===== config.mk =====
export PLATFORM = sky130hd
export DESIGN_NAME = ecc_82_scrub_ctrl
export DESIGN_NICKNAME = d
export VERILOG_FILES = /design/src/rtl/ecc_82_scrub_ctrl.sv
export SDC_FILE = /design/constraint.sdc
export NUM_CORES = 1
export LEC_CHECK = 0
export CORE_UTILIZATION = 40
export CTS_BUF_LIST = sky130_fd_sc_hd__clkbuf_2 sky130_fd_sc_hd__clkbuf_4 sky130_fd_sc_hd__clkbuf_8
export DETAILED_ROUTE_END_ITERATION = 12
export GPL_TIMING_DRIVEN = 0
export PLACE_DENSITY = 0.7
export SLEW_MARGIN = 20
export SYNTH_ARGS = -nofsm -noshare
export SYNTH_HDL_FRONTEND = slang
export SYNTH_SLANG_ARGS = --single-unit

===== constraint.sdc =====
create_clock -name clk -period 4.2 [get_ports clk]
set_input_delay 0.84 -clock clk [delete_from_list [all_inputs] [get_ports clk]]
set_output_delay 0.84 -clock clk [all_outputs]
set_load 0.02 [all_outputs]

===== src/rtl/ecc_82_scrub_ctrl.sv =====
`default_nettype none
// =============================================================================
// Module  : ecc_82_scrub_ctrl
// Brief   : ECC read-path scrub write-back controller with error statistics,
//           sticky first-error log and uncorrectable-event interrupt.
// Rev     : 1.0 - initial release
// =============================================================================
module ecc_82_scrub_ctrl #(
   parameter int DATA_WIDTH = 82,
   parameter int ADDR_WIDTH = 6,
   parameter int CNT_WIDTH  = 16
) (
   input  logic                  clk,
   input  logic                  rst,
   input  logic                  rd_vld,
   input  logic [ADDR_WIDTH-1:0] rd_addr,
   input  logic [DATA_WIDTH-1:0] data_corr,
   input  logic                  sbit_err,
   input  logic                  dbit_err,
   input  logic                  ecc_fault,
   input  logic                  scrub_en,
   input  logic                  clr,
   output logic                  scrub_req,
   input  logic                  scrub_ack,
   output logic [ADDR_WIDTH-1:0] scrub_addr,
   output logic [DATA_WIDTH-1:0] scrub_data,
   output logic [CNT_WIDTH-1:0]  sbit_cnt,
   output logic [CNT_WIDTH-1:0]  dbit_cnt,
   output logic [CNT_WIDTH-1:0]  fault_cnt,
   output logic [CNT_WIDTH-1:0]  drop_cnt,
   output logic                  err_vld,
   output logic [ADDR_WIDTH-1:0] err_addr,
   output logic [1:0]            err_type,
   output logic                  irq
);

   typedef enum logic [0:0] {
      IDLE = 1'b0,
      REQ  = 1'b1
   } state_t;

   localparam logic [CNT_WIDTH-1:0] c_cnt_one = {{(CNT_WIDTH-1){1'b0}}, 1'b1};

   state_t                  r_state;
   logic                    w_fault, w_dbit, w_sbit, w_event, w_trig, w_drop;
   logic [1:0]              w_type;
   logic [CNT_WIDTH-1:0]    w_sbit_nxt, w_dbit_nxt, w_fault_nxt, w_drop_nxt;
   logic                    w_log_vld_nxt;
   logic [ADDR_WIDTH-1:0]   w_log_addr_nxt;
   logic [1:0]              w_log_type_nxt;
   logic                    w_irq_nxt;

   function automatic logic [CNT_WIDTH-1:0] sat_inc(input logic [CNT_WIDTH-1:0] v,
                                                    input logic inc);
      if (inc && (v != {CNT_WIDTH{1'b1}}))
         return v + c_cnt_one;
      return v;
   endfunction

   // Exactly one class per qualified read: fault beats dbit beats sbit.
   assign w_fault = rd_vld & ecc_fault;
   assign w_dbit  = rd_vld & ~ecc_fault & dbit_err;
   assign w_sbit  = rd_vld & ~ecc_fault & ~dbit_err & sbit_err;
   assign w_event = w_fault | w_dbit | w_sbit;
   assign w_type  = w_fault ? 2'b11 : (w_dbit ? 2'b10 : 2'b01);
   assign w_trig  = w_sbit & scrub_en;
   assign w_drop  = (r_state == REQ) & w_trig & ~scrub_ack;

   // Clear is applied first so a same-cycle event lands on a fresh counter/log.
   assign w_sbit_nxt  = sat_inc(clr ? '0 : sbit_cnt,  w_sbit);
   assign w_dbit_nxt  = sat_inc(clr ? '0 : dbit_cnt,  w_dbit);
   assign w_fault_nxt = sat_inc(clr ? '0 : fault_cnt, w_fault);
   assign w_drop_nxt  = sat_inc(clr ? '0 : drop_cnt,  w_drop);

   always_comb begin
      w_log_vld_nxt  = err_vld & ~clr;
      w_log_addr_nxt = clr ? '0 : err_addr;
      w_log_type_nxt = clr ? 2'b00 : err_type;
      if (!w_log_vld_nxt && w_event) begin
         w_log_vld_nxt  = 1'b1;
         w_log_addr_nxt = rd_addr;
         w_log_type_nxt = w_type;
      end
   end

   assign w_irq_nxt = (w_log_vld_nxt && (w_log_type_nxt != 2'b01)) ||
                      (w_dbit_nxt != '0) || (w_fault_nxt != '0);

   always_ff @(posedge clk) begin
      if (rst) begin
         sbit_cnt  <= '0;
         dbit_cnt  <= '0;
         fault_cnt <= '0;
         drop_cnt  <= '0;
         err_vld   <= 1'b0;
         err_addr  <= '0;
         err_type  <= 2'b00;
         irq       <= 1'b0;
      end else begin
         sbit_cnt  <= w_sbit_nxt;
         dbit_cnt  <= w_dbit_nxt;
         fault_cnt <= w_fault_nxt;
         drop_cnt  <= w_drop_nxt;
         err_vld   <= w_log_vld_nxt;
         err_addr  <= w_log_addr_nxt;
         err_type  <= w_log_type_nxt;
         irq       <= w_irq_nxt;
      end
   end

   always_ff @(posedge clk) begin
      if (rst) begin
         r_state    <= IDLE;
         scrub_req  <= 1'b0;
         scrub_addr <= '0;
         scrub_data <= '0;
      end else begin
         case (r_state)
            IDLE: begin
               if (w_trig) begin
                  r_state    <= REQ;
                  scrub_req  <= 1'b1;
                  scrub_addr <= rd_addr;
                  scrub_data <= data_corr;
               end
            end
            REQ: begin
               // Ack plus a new trigger reloads the payload with no idle bubble.
               if (scrub_ack) begin
                  if (w_trig) begin
                     scrub_addr <= rd_addr;
                     scrub_data <= data_corr;
                  end else begin
                     r_state   <= IDLE;
                     scrub_req <= 1'b0;
                  end
               end
            end
            default: begin
               r_state   <= IDLE;
               scrub_req <= 1'b0;
            end
         endcase
      end
   end

endmodule
`default_nettype wire

==> summary.md, run 1 <==
| Metric | Value |
|---|---|
| Max-slew headroom at the worst pin | 0.4473 |
| FF+latch count, synth | 164 |
| Hold Path Class | reg -> reg |
| Top-Level Pins | 260 |
| Total global-route track usage | 0.2444 |
| Area Overhead vs Synth | 45.67% |
| Clock skew | 9.207 ps |
| WL per Instance | 15.69 um |
| RSZ-0062 raised after global routing | yes |
| Worst Tran Pin Value | 827.3 ps |
| Core box area | 17300 um2 |
| Syn nets | 984 |
| Clk_lat worst skew | 460 ps |
| Crit path arrival time | 4330 ps |
| Layout cells sized above 1 | 0.04778 |
| Final instance area | 10330 um2 |
| Largest net degree at the start of global routing | 17 |
| Critical Path Source Type | primary input |
| Final-report hold violation count | 0 |
| Hold_buf cts | 0 |
| Setup-failing EPs final | 0 |
| Post-route insts no fill | 1397 |
| GPL Wtd Cong | 0.8678 |
| Post-route minimum period | 3989 ps |
| Kind of critical path | in -> reg |
| Most common flop cell mapped by yosys | dfxtp_1 |
| Status | complete, no violations |
| Via Count | 7019 |
| Die area | 18260 um2 |
| Period Utilization, post-route | 0.9497 |
| Setup crit end kind | flop |
| Die width | 135.1 um |
| CTS tree | done |
| Sequential fraction of the synthesis area | 0.4630 |
| Pre-antenna DRT Iters | 5 |
| Synth Warn # | 0 |
| Vias/cell | 5.024 |
| Vias in the first global route | 6729 |
| Die height | 135.1 um |
| Clock transition at path regs | 90 ps |
| Leak | 3.452 nW |
| Initial antenna violation count | 0 |
| Max-cap violations | 0 |
| Postcts setup bufs | 0 |
| Post-route ant nets | 0 |
| Area after DPL | 9945 um2 |
| CP required | 4540 ps |
| Antenna cell count | 0 |
| Mapped Avg Cell Area | 8.030 um2 |
| Maximum fanout along the worst path | 10 |
| Synth async-reset ratio | 0 |
| Total gr overflow | 0 |
| # port buffers | 257 |
| Final max-slew violation count | 0 |
| Clock Sinks | 164 |
| Filler cell count | 1639 |
| Pwr/cell area | 287.4 nW/um2 |
| CTS H-tree lvls | 4 |
| # nets final | 1260 |
| Initial DRC Count | 270 |
| Mapped Cells | 883 |
| Post-DP HPWL | 16.57 mm |
| IR drop worst, VDD | 278.8 uV |
| CTS buffer count | 17 |
| Achievable frequency | 250.7 MHz |
| Final WL | 21.91 mm |
| Placed Cells | 1365 |
| Site Rows | 48 |
| EDFF count, synth | 0 |
| CTS root buf | clkbuf_8 |
| Netlist cell types | 64 |
| DRC Markers | 0 |
| Initial core utilization | 0.4099 |
| Clock Tree Buf Depth | 2 |
| First-pass GRT wire length | 34.65 mm |
| Syn Std Cell Area | 7091 um2 |
## worst paths after layout
| check | slack, ps | endpoint | depth (start not counted) | startpoint |
|---|---|---|---|---|
| worst min register to register | 460 | scrub_data[7]$_SDFFE_PP0P_ | 2 | scrub_data[7]$_SDFFE_PP0P_ |
| worst max register to register | 930 | irq$_SDFF_PP0_ | 9 | fault_cnt[0]$_SDFF_PP0_ |
| worst min-delay path | 460 | scrub_data[7]$_SDFFE_PP0P_ | 2 | scrub_data[7]$_SDFFE_PP0P_ |
| worst max-delay path | 210 | drop_cnt[15]$_SDFF_PP0_ | 14 | clr |
## cell type report
class	count	area, um2	share of cell area
Inverter	9	33.78	0.003271
Buffer	47	188.9	0.01829
Timing Repair Buffer	257	2572	0.2491
Sequential cell	164	3283	0.3179
Clock inverter	14	126.4	0.01223
Multi-Input combinational cell	663	3595	0.3480
Clock buffer	18	247.7	0.02399
Tap cell	225	281.5	0.02726
## layout by cell type, fill, tap and decap left out, drive strengths merged, types with 3 or more instances in the layout
master	Yosys	layout
nand4b	4	4
nor2b	23	23
clkdlybuf4s50	0	257
and2	5	5
a21oi	107	107
nand4	8	8
nor3b	11	11
mux2i	3	3
buf	8	8
xor2	24	24
nand3b	6	6
nand3	24	24
o21ai	6	6
and4	3	3
nor2	92	92
a31oi	4	4
dfxtp	164	164
nand2b	20	20
xnor2	35	35
nand2	216	216
ha	4	4
a2111oi	4	4
nor4	8	8
nor3	9	9
inv	9	13
and4b	5	5
clkbuf	39	57
and3	5	5
clkinv	0	7
or3	6	6
## Yosys cell counts (all sizes together) (2+ instances only)
cell     count  share of area
nand4        8         0.0071
inv          9         0.0048
and4         3         0.0037
mux2i        3         0.0042
and3b        2         0.0025
and4b        5         0.0071
o21ai        6         0.0042
nor3b       11          0.012
nand2b      20          0.018
o2bb2ai      2         0.0025
mux2         2         0.0032
nor2        92          0.049
or2          2         0.0018
buf          8         0.0053
dfxtp      164           0.46
nand2      216           0.11
or3          6         0.0053
nand3       24          0.018
a2111oi      4         0.0058
a31oi        4         0.0065
o31ai        2         0.0021
a211oi       2         0.0021
and2         5         0.0048
clkbuf      39          0.021
a21oi      107          0.076
nand4b       4         0.0049
nor2b       23          0.020
nor4         8         0.0092
xnor2       35          0.043
and3         5         0.0044
ha           4         0.0071
xor2        24          0.030
nor3         9         0.0071
o211ai       2         0.0021
nand3b       6         0.0064
## sequential cells by signal (all words and copies together), names as in the netlist, 2 cells and up
name        flops
scrub_addr      6
dbit_cnt       16
err_addr        6
fault_cnt      16
err_type        2
scrub_data     82
sbit_cnt       16
drop_cnt       16
## per-layer routing
metal / track usage / routed length, um / vias to the layer above
li1: - / - / 3495
met1: 0.2919 / 9134 / 3267
met2: 0.4020 / 10520 / 221
met3: 0.08941 / 1671 / 36
met4: 0.08614 / 590 / 0
met5: 0 / 0 / -
## repair_timing
action,CTS,global route
pin swaps,0,1
hold endpoints to repair,0,0
endpoints found under the setup margin,5,4
resized for setup,4,2
## power by group
group / internal [mW] / switching, mW
Combinational: 0.139 / 0.125
Clock: 0.490 / 0.631
Sequential: 1.57 / 0.0115
Total: 2.20 / 0.768
## through the flow
step / power (mW) / setup WS (ps) / setup TNS, ps / utilization / hold slack [ps]
floorplan: 1.720 / 863.2 / 0 / - / 495.8
global placement: 1.883 / -781.1 / -7985 / 0.5749 / 440.7
detailed placement: 1.884 / -762.7 / -7763 / 0.5749 / 445.5
CTS: 2.990 / 152.9 / 0 / 0.5971 / 459.5
global route: 3.082 / -59.08 / -59.08 / 0.5972 / 476.1
finish: 2.968 / 211.1 / 0 / 0.5972 / 457.7
## cell families (layout without fill, tap and decap cells)
logic type | Yosys count | in the layout | share of synthesized area
and+or+nand+nor | 453 | 453 | 0.3002
buffers and inverters | 56 | 345 | 0.03088
xor gates and xnor gates | 59 | 59 | 0.07288
DFF | 164 | 164 | 0.4630
adders and majority gates | 4 | 4 | 0.007059
muxes | 5 | 5 | 0.007411
AOI/OAI and AO/OA | 142 | 142 | 0.1186
## critical path, cell delays in order
cell             delay [ps]
clkdlybuf4s50_1         540
buf_2                   300
clkbuf_2                300
clkbuf_2                290
buf_2                   310
nor2b_1                 120
ha_1                    230
nand3_1                  90
nor4_1                   90
a2111oi_2               560
nand2_1                 160
nor4_1                  270
xnor2_1                 160
nor2_1                   50
(Power assumes the default switching activity.)
==> run 2, diff against run 1 <==
--- a/config.mk
+++ b/config.mk
@@ -5,11 +5,12 @@
 export SDC_FILE = /design/constraint.sdc
 export NUM_CORES = 1
 export LEC_CHECK = 0
+export ABC_AREA = 1
 export CORE_UTILIZATION = 40
 export CTS_BUF_LIST = sky130_fd_sc_hd__clkbuf_2 sky130_fd_sc_hd__clkbuf_4 sky130_fd_sc_hd__clkbuf_8
 export DETAILED_ROUTE_END_ITERATION = 12
 export GPL_TIMING_DRIVEN = 0
-export PLACE_DENSITY = 0.7
+export PLACE_DENSITY = 0.68
 export SLEW_MARGIN = 20
 export SYNTH_ARGS = -nofsm -noshare
 export SYNTH_HDL_FRONTEND = slang
==> run 2 against run 1 <==
  * Sequential power is essentially flat
  * Fmax grew 13%
  * Register-to-register slack better by 670 ps
  * Combinational power up 30%
  * Total power increased by 7.1%
  * Synthesized area increased by 11%
  * Synthesized cell count increased by 33%
  * Worst setup slack better by 450 ps
  * Largest power group unchanged
  * Highest routed layer unchanged
  * Largest cell class unchanged
  * Sequential share of layout area decreased by 2.4 points
==> summary.md, run 2 <==
| Metric | Value |
|---|---|
| Max-cap violations | 0 (unchanged) |
| Clk pwr share | 0.391 (+0.014) |
| Post-route minimum period | 3536 ps (-453.2 ps) |
| Site Rows | 50 (+4.2%) |
| Maximum fanout along the worst path | 10 (unchanged) |
| Clock transition at path regs | 90 ps (about the same) |
| Core box area | 18960 um2 (+9.6%) |
| Area contributors post-synth | dfxtp_1 (42%), nor2_1 (14%), nand2_1 (9.6%), o21ai_0 (7.3%), inv_1 (5.2%) |
| Netlist cell types | 38 (-41%) |
| FF+latch count, synth | 164 (unchanged) |
| Hold_buf cts | 0 (unchanged) |
| Syn nets | 1271 (+29%) |
| Count leader, synth | nor2_1 |
| Critical Path Source Type | primary input |
| Largest area contributor in the netlist | dfxtp_1 |
| Syn Std Cell Area | 7848 um2 (+11%) |
| Achievable frequency | 282.8 MHz (+13%) |
| Initial antenna violation count | 0 (unchanged) |
| Max reg flops | 82 (unchanged) |
| Sequential cell area | 3283 um2 (unchanged) |
| Internal Power | 2.363 mW (+7.4%) |
| Biggest register | scrub_data |
| Setup crit end kind | flop |
| Pwr/cell area | 284.9 nW/um2 (-0.87%) |
| Crit path top cell by count | nand2_1 |
| WL per Instance | 14.94 um (-4.7%) |
| Mapped Cells | 1170 (+33%) |
| Status | complete, no violations |
| Initial DRC Count | 437 (+62%) |
| Post-synth top area share | 0.4184 (-0.04466) |
| Final-report hold violation count | 0 (unchanged) |
| Area after DPL | 10750 um2 (+8.1%) |
| Die area | 20180 um2 (+11%) |
| Top-Level Pins | 260 (unchanged) |
| Synth async-reset ratio | 0 (unchanged) |
| GPL Wtd Cong | 0.9390 (+8.2%) |
| Period Utilization, post-route | 0.8418 (-0.1079) |
| Seq pwr share | 0.502 (-0.031) |
| Clock Tree Buf Depth | 2 (unchanged) |
| Final instance area | 11160 um2 (+8.1%) |
| CTS buffer count | 17 (unchanged) |
| RSZ-0062 raised after global routing | no |
| Final max-slew violation count | 0 (unchanged) |
| Most common flop cell mapped by yosys | dfxtp_1 |
| EDFF count, synth | 0 (unchanged) |
| Sequential fraction of the synthesis area | 0.4184 (-0.04466) |
| Final WL | 25.66 mm (+17%) |
| Die width | 142.1 um (+5.1%) |
| CTS tree | done |
| Post-route ant nets | 0 (unchanged) |
| Vias/cell | 4.863 (-3.2%) |
| Clock Sinks | 164 (unchanged) |
| Max-slew headroom at the worst pin | 0.4961 (+0.04885) |
| Die height | 142.1 um (+5.1%) |
| Top Family by Delay on Critical Path | simple AND/OR/NAND/NOR gates |
| Post-DP HPWL | 19.67 mm (+19%) |
| Kind of critical path | in -> reg |
| # nets final | 1547 (+23%) |
| First-pass GRT wire length | 40.06 mm (+16%) |
| Commonest non-fill, non-tap cell in the layout | nor2_1 |
| DRC Markers | 0 (unchanged) |
| Crit path cell chain | buf_6, inv_8, buf_6, buf_4, buf_2, nand2_1, inv_1, ha_1, nand2_1, nor2_2, nand2_1, nor2_1, nor2_1, buf_6, nand2_1, nand2_1, nor2_1, nand2_1, nor2_1, nand2_1, nor2_1, nor2_1 |
| Comb pwr share | 0.108 (+0.019) |
| Sw frac | 0.2567 (-0.001929) |
| Setup-failing EPs final | 0 (unchanged) |
| Area Overhead vs Synth | 42.22% |
| Sw power | 816.0 uW (+6.3%) |
| IR drop worst, VDD | 200.9 uV (-28%) |
| Leak | 4.286 nW (+24%) |
| Crit path largest cell delay | 320 ps (-240 ps) |
| Clk_lat worst skew | 460 ps (about the same) |
| Clock skew | 14.71 ps (+5.499 ps) |
| Final Core Density | 0.5888 (-0.008371) |
| # port buffers | 257 (unchanged) |
| CTS root buf | clkbuf_8 |
| Total gr overflow | 0 (unchanged) |
| Setup TNS | 0 ps (unchanged) |
| Mapped Avg Cell Area | 6.707 um2 (-16%) |
| Filler cell count | 1832 (+12%) |
| Multi-input combinational cell area | 3839 um2 (+6.8%) |
| Hold Path Class | reg -> reg |
| Initial core utilization | 0.4140 (+0.004054) |
| Via Count | 8350 (+19%) |
| Most frequent cells in the layout | nor2_1 (295), clkdlybuf4s50_1 (257), nand2_1 (201) |
| Antenna cell count | 0 (unchanged) |
| Crit path arrival time | 3870 ps (-460 ps) |
| Postcts setup bufs | 0 (unchanged) |
| Layout cells sized above 1 | 0.06589 (+0.01811) |
| Synth Warn # | 0 (unchanged) |
| CTS H-tree lvls | 4 (unchanged) |
| Largest net degree at the start of global routing | 17 (unchanged) |
| CP bufs+invs | 7 (+2) |
| Vias in the first global route | 7845 (+17%) |
| CP required | 4530 ps (about the same) |
| Worst Tran Pin Value | 755.8 ps (-71.48 ps) |
| Pre-antenna DRT Iters | 5 (unchanged) |
| Slowest CP cell | buf_2 |
| Commonest cells in the netlist | nor2_1 (295), nand2_1 (201), dfxtp_1 (164) |
| Total global-route track usage | 0.2567 (+0.01231) |
| Worst hold margin | 485.5 ps (+27.84 ps) |
| Post-CTS sizing | 0 (-4) |
-- run 2: cell count changes after synthesis, moves of 23 or more --
cell	change
xnor2_1	-33
nor2b_1	-23
a21oi_1	-42
nand3_1	+40
o21ai_0	+109
nor2_1	+203
inv_1	+100
-- run 2: area by class of cell --
class / instances / area share
inverter: 119 / 0.04070
multi-input combinational: 837 / 0.3439
sequential: 164 / 0.2942
clock inverter: 11 / 0.01379
clock buffer: 19 / 0.02343
buffer: 50 / 0.02433
timing repair buffer: 257 / 0.2305
tap: 260 / 0.02915
-- run 2: per-stage QoR --
| step | power, mW | cells | setup slack [ps] |
|---|---|---|---|
| 2_1_floorplan | 1.781 | 1170 | 1085 |
| 3_3_place_gp | 1.974 | 1687 | 220.7 |
| 3_5_place_dp | 1.975 | 1687 | 229.4 |
| 4_1_cts | 3.195 | 1717 | 718.6 |
| 5_1_grt | 3.281 | 1717 | 323.6 |
| 6_report | 3.179 | 1717 | 664.3 |
-- run 2: cells by family after synthesis --
group           Yosys count  share of synthesized area
flops                   164                     0.4184
fa+ha+maj                 4                   0.006378
xor+xnor                 11                    0.01228
simple gates            636                     0.3504
compound gates          186                     0.1201
buf+inv                 169                    0.09247
-- run 2: per-layer routing --
metal  part of all wire  wire, um  vias up  global-route usage
li1                   -         -     4281                   -
met5                  0         0        -                   0
met4              0.028       728        0              0.1036
met1               0.40     10260     3702              0.2978
met3              0.094      2402       46             0.08277
met2               0.48     12270      321              0.4358
-- run 2: tightest hold or removal path, stage by stage (launching register included) --
cell and delay (ps):
dfxtp_1 330, nor2_1 40, nor2_1 80
-- run 2: path summary, 6_finish.rpt --
kind                               startpoint                          end  slack [ps]  cells past startpoint
hold / removal    scrub_data[21]$_SDFFE_PP0P_  scrub_data[21]$_SDFFE_PP0P_         490                      2
hold reg to reg   scrub_data[21]$_SDFFE_PP0P_  scrub_data[21]$_SDFFE_PP0P_         490                      2
setup / recovery                          clr               irq$_SDFF_PP0_         660                     22
setup reg to reg      fault_cnt[0]$_SDFF_PP0_               irq$_SDFF_PP0_        1600                     17
-- run 2: power groups by stage --
stage | sequential (mW) | combinational [mW] | clock (mW)
after floorplan | 1.66 | 0.119 | 0
after global placement | 1.63 | 0.344 | 0
after detailed placement | 1.63 | 0.344 | 0
after CTS | 1.59 | 0.345 | 1.26
after global routing | 1.60 | 0.373 | 1.31
final | 1.59 | 0.343 | 1.24
